--- src/rtl/popcount_ternary_accum.sv ---
// Multi-beat ternary neuron: accumulates popcount(pos) - popcount(neg) per frame and thresholds it.
// Optional build macro POPCOUNT_TERNARY_APPROX_LSB_EN rounds each per-beat count down to even.
module popcount_ternary_accum #(
   parameter int  IN_W  = 25,
   parameter int  BEATS = 4,
   localparam int CNT_W = $clog2(IN_W + 1),
   localparam int ACC_W = $clog2(BEATS * IN_W + 1) + 1
) (
   input  logic             clk,
   input  logic             rst,
   input  logic             in_valid,
   output logic             in_ready,
   input  logic [IN_W-1:0]  in_pos,
   input  logic [IN_W-1:0]  in_neg,
   input  logic             in_last,
   input  logic [ACC_W-1:0] thresh,
   output logic             out_valid,
   input  logic             out_ready,
   output logic [ACC_W-1:0] out_sum,
   output logic             out_fire,
   output logic             out_err
);

   localparam int BCNT_W = $clog2(BEATS + 1);
   localparam logic [BCNT_W-1:0] BEATS_MAX = BCNT_W'(BEATS);

   localparam logic [1:0] ST_IDLE = 2'd0;
   localparam logic [1:0] ST_ACC  = 2'd1;
   localparam logic [1:0] ST_OUT  = 2'd2;

   logic [1:0]               state_q;
   logic signed [ACC_W-1:0]  acc_q;
   logic [BCNT_W-1:0]        cnt_q;
   logic signed [ACC_W-1:0]  thr_q;
   logic                     out_valid_q;
   logic signed [ACC_W-1:0]  out_sum_q;
   logic                     out_fire_q;
   logic                     out_err_q;

   logic [CNT_W-1:0]         pos_cnt;
   logic [CNT_W-1:0]         neg_cnt;
   logic signed [ACC_W-1:0]  beat_d;
   logic                     first_beat;
   logic signed [ACC_W-1:0]  acc_next;
   logic signed [ACC_W-1:0]  thr_eff;
   logic [BCNT_W-1:0]        cnt_next;
   logic                     frame_end;
   logic                     beat_acc;
   logic                     consume;

   function automatic logic [CNT_W-1:0] popcount(input logic [IN_W-1:0] v);
      logic [CNT_W-1:0] c;
      // NOTE: blocking '=' is correct here: c is a running temporary inside one evaluation.
      c = '0;
      for (int i = 0; i < IN_W; i++) begin
         c = c + CNT_W'(v[i]);
      end
      return c;
   endfunction

   // A pending result blocks new beats; reset also holds the input side off.
   assign in_ready  = ~rst & ~out_valid_q;
   assign beat_acc  = in_valid & in_ready;
   assign consume   = out_valid_q & out_ready;

   always_comb begin
      // NOTE: every always_comb output gets a value before any branch, so no latch can be inferred.
      pos_cnt = popcount(in_pos);
      neg_cnt = popcount(in_neg);
`ifdef POPCOUNT_TERNARY_APPROX_LSB_EN
      pos_cnt[0] = 1'b0;
      neg_cnt[0] = 1'b0;
`endif
      // Counts are non-negative, so zero-extend before the signed subtraction.
      beat_d     = $signed(ACC_W'(pos_cnt)) - $signed(ACC_W'(neg_cnt));
      first_beat = (state_q == ST_IDLE);
      acc_next   = (first_beat ? '0 : acc_q) + beat_d;
      cnt_next   = (first_beat ? '0 : cnt_q) + BCNT_W'(1);
      thr_eff    = first_beat ? $signed(thresh) : thr_q;
      frame_end  = in_last | (cnt_next == BEATS_MAX);
   end

   // NOTE: sequential state uses non-blocking '<=' so all registers update from pre-edge values.
   always_ff @(posedge clk or posedge rst) begin
      if (rst) begin
         state_q     <= ST_IDLE;
         acc_q       <= '0;
         cnt_q       <= '0;
         thr_q       <= '0;
         out_valid_q <= 1'b0;
         out_sum_q   <= '0;
         out_fire_q  <= 1'b0;
         out_err_q   <= 1'b0;
      end else if (consume) begin
         state_q     <= ST_IDLE;
         acc_q       <= '0;
         cnt_q       <= '0;
         out_valid_q <= 1'b0;
      end else if (beat_acc) begin
         acc_q <= acc_next;
         cnt_q <= cnt_next;
         thr_q <= thr_eff;
         if (frame_end) begin
            state_q     <= ST_OUT;
            out_valid_q <= 1'b1;
            out_sum_q   <= acc_next;
            out_fire_q  <= (acc_next >= thr_eff);
            // Truncation only when the count limit, not in_last, closed the frame.
            out_err_q   <= ~in_last;
         end else begin
            state_q <= ST_ACC;
         end
      end
   end

   assign out_valid = out_valid_q;
   assign out_sum   = out_sum_q;
   assign out_fire  = out_fire_q;
   assign out_err   = out_err_q;

endmodule

--- config.mk ---
export PLATFORM = sky130hd
export DESIGN_NAME = popcount_ternary_accum
export DESIGN_NICKNAME = d
export VERILOG_FILES = /design/src/rtl/popcount_ternary_accum.sv
export SDC_FILE = /design/constraint.sdc
export NUM_CORES = 1
export LEC_CHECK = 0
export CAP_MARGIN = 20
export CORE_MARGIN = 2
export CORE_UTILIZATION = 52
export CTS_CLUSTER_SIZE = 40
export DETAILED_ROUTE_END_ITERATION = 10
export PLACE_DENSITY = 0.82
export SETUP_SLACK_MARGIN = 0.3
export SYNTH_ARGS = -nofsm -noshare
export SYNTH_HDL_FRONTEND = slang
export SYNTH_SLANG_ARGS = --single-unit
--- constraint.sdc ---
create_clock -name clk -period 4.2 [get_ports clk]
set_clock_uncertainty 0.15 [all_clocks]
set_input_delay 0.42 -clock clk [delete_from_list [all_inputs] [get_ports clk]]
set_output_delay 0.42 -clock clk [all_outputs]
set_load 0.05 [all_outputs]
==> run metrics <==
outcome complete, but fails checks; failing checks setup timing; count of pins over their slew limit 0; Yosys cell types 41; fmax 0.144 GHz; worst reg2reg path startpoint state_q[1]; Initial Util 54.6%; final hold vios 0; Std-Cell Core Area 6030 µm²; vias in the first global route 2,846; crit path kind primary input to register; Synth Instances 338; synth warn 0; Synth Area in Compound Gates 12.4%; min-delay src out_err; First DRT Iteration DRCs 147; mapped cell area 3290 µm²; DRC viols 0; Seq. cell area 801 µm²; WP data arrival 6.99 ns; Post-DRT Antenna Nets 0; Final HPWL DP 6060 µm; I/O Buffers 74; GP Congestion 0.862; clk root buf clkbuf_8; clock-pin slew on the worst setup and hold paths 0.07 ns; Design Area, Final 4640 µm²; main combinational cell family by area after synthesis adder cells; DRT Wirelength 8350 µm; Cell Rows 28; setup ws final -2.77 ns; startpoint types primary input; clock sinks 32; Multi-input gate area 2340 µm²; initial antenna violation count 0; DR vias 2,704; Slew @ Worst Pin 0.744 ns; max_cap viols 0; Chip Height 83.6 µm; Total Die Area 6980 µm²; fin crit share 166%; gr usage total 22.6%; 1st-pass router iterations 4; crit path launch in_pos[9]; Max Root-Sink Buffers 2; xor and xnor area share after synthesis 3.80%; commonest cells after routing, fill and taps aside inv_1, clkdlybuf4s50_1, fa_1, buf_4, dfrtp_1; Synth area leader fa_1; slew margin rel. 50.4%; share of post-route cells with drive strength above 1 26.9%; Hold Path Class register to register; Setup violations, final 17; post-synth net total 471; endpoint class of the critical path register; clk_lat worst skew 0.28 ns; cts bufs inserted 5; ys async rst share 100%; commonest non-fill, non-tap cell in the layout inv_1; Post-synth EDFFs 0; post-synthesis adder-cell area fraction 36.4%; top cell type's share of synthesized area 26.1%; Die X 83.6 µm; RSZ-0062 raised after global routing true; # hold bufs at CTS 0; Ant. Diodes 0; Syn Area/Cell 9.74 µm²; boundary pin count 75; Final nets 587; TritonCTS clock tree built; simple-gate share of the synthesized area 8.02%; mux contribution to synthesized area 4.18%; largest net degree at the start of global routing 33; sequential cell area fraction in the yosys report 24.3%; post-placement cell area 4420 µm²; fin crit period 6.97 ns; Worst Path Required 4.23 ns; Wirelength per Cell 15.8 µm; Vias/cell 5.11; CTS H-tree lvls 2; top post-synthesis cells by area fa_1, dfrtp_1, ha_1, inv_1, o21ai_0; ys flop type dfrtp_1; area growth from synthesis to layout 40.9%; Filler Cell Count 393; GRT Residual Overflow 0; CP max FO 3; flops & latches, synth 32; first-pass GRT wire length 12,800 µm
==> Yosys cell counts, types with 4 or more instances <==
library cell,instances
inv_1,88
fa_1,43
dfrtp_1,32
ha_1,27
nand2_1,22
o21ai_0,20
nor2_1,11
a21oi_1,10
nor2b_1,9
xnor2_1,8
a22o_1,7
mux2i_1,7
mux2_2,6
a21o_1,5
clkbuf_1,4
nand3_1,4
==> sequential cells by signal, summed over array words and instances, names as in the netlist <==
signal / flops
acc_q: 8
out_sum: 8
thr_q: 8
cnt_q: 3
state_q: 2
out_err: 1
out_fire: 1
out_valid: 1
==> worst max-delay path, stage by stage <==
cell and delay (ns):
buf_2 0.10, inv_2 0.04, fa_1 0.52, fa_1 0.57
fa_1 0.44, fa_1 0.51, inv_2 0.05, fa_1 0.48
fa_1 0.53, fa_1 0.44, fa_2 0.37, buf_4 0.15
a21oi_4 0.14, nor2b_1 0.07, nor2_1 0.12, xnor2_1 0.09
ha_1 0.36, o21ai_2 0.11, o21ai_1 0.16, o211ai_1 0.16
and2_4 0.20, a21o_1 0.17, xnor2_1 0.17, ha_1 0.27
inv_1 0.06, a21oi_1 0.06, a22o_1 0.23
==> per-layer routing <==
layer	global-route usage, %	vias to the layer above	part of all wire (%)
li1	-	1293	-
met1	29.7	1314	39
met2	39.3	83	54
met3	3.17	14	4.3
met4	5.87	0	1.9
met5	0	-	0
==> cell families after synthesis <==
group / Yosys count
buffers and inverters: 95
adders and majority gates: 70
AOI/OAI and AO/OA: 62
and+or+nand+nor: 55
DFF: 32
muxes: 13
xor gates and xnor gates: 11
==> through the flow <==
| step | hold WS [ns] | setup TNS (ns) | cells | setup slack [ns] | utilization [%] |
|---|---|---|---|---|---|
| after CTS | 0.339 | -29.76 | 523 | -2.59 | 74.6 |
| after detailed placement | 0.324 | -42.32 | 515 | -3.39 | 73.3 |
| final | 0.334 | -32.82 | 529 | -2.77 | 77.0 |
| after global routing | 0.362 | -35.50 | 529 | -2.96 | 77.0 |
| after global placement | 0.303 | -41.05 | 515 | -3.24 | 73.3 |
| after floorplan | 0.292 | -28.43 | 338 | -2.52 | - |
==> cell type report <==
cell class | instances | share of cell area (%)
Sequential cell | 32 | 17.3
Tap cell | 75 | 2.02
Inverter | 89 | 7.31
Timing Repair Buffer | 115 | 21.2
Clock inverter | 1 | 0.108
Clock buffer | 6 | 1.57
Multi-Input combinational cell | 211 | 50.5
==> worst paths after layout <==
path | cells past startpoint | slack, ns | end
min reg2reg | 2 | 0.33 | out_err
max in group asynchronous | 3 | 3.17 | cnt_q[0]
max reg2reg | 14 | 0.95 | out_fire
min | 2 | 0.33 | out_err
max | 27 | -2.77 | out_fire
min in group asynchronous | 3 | 0.42 | out_err
==> repair_timing <==
action | 4_1_cts | 5_1_grt
setup buffers | 1 | 5
pin swaps | 12 | 11
setup endpoints to repair | 17 | 17
gates resized for setup | 104 | 20
Power is left out: the tool's default activity adds up to more than one toggle a clock period on the data nets, which glitch-free logic cannot reach.
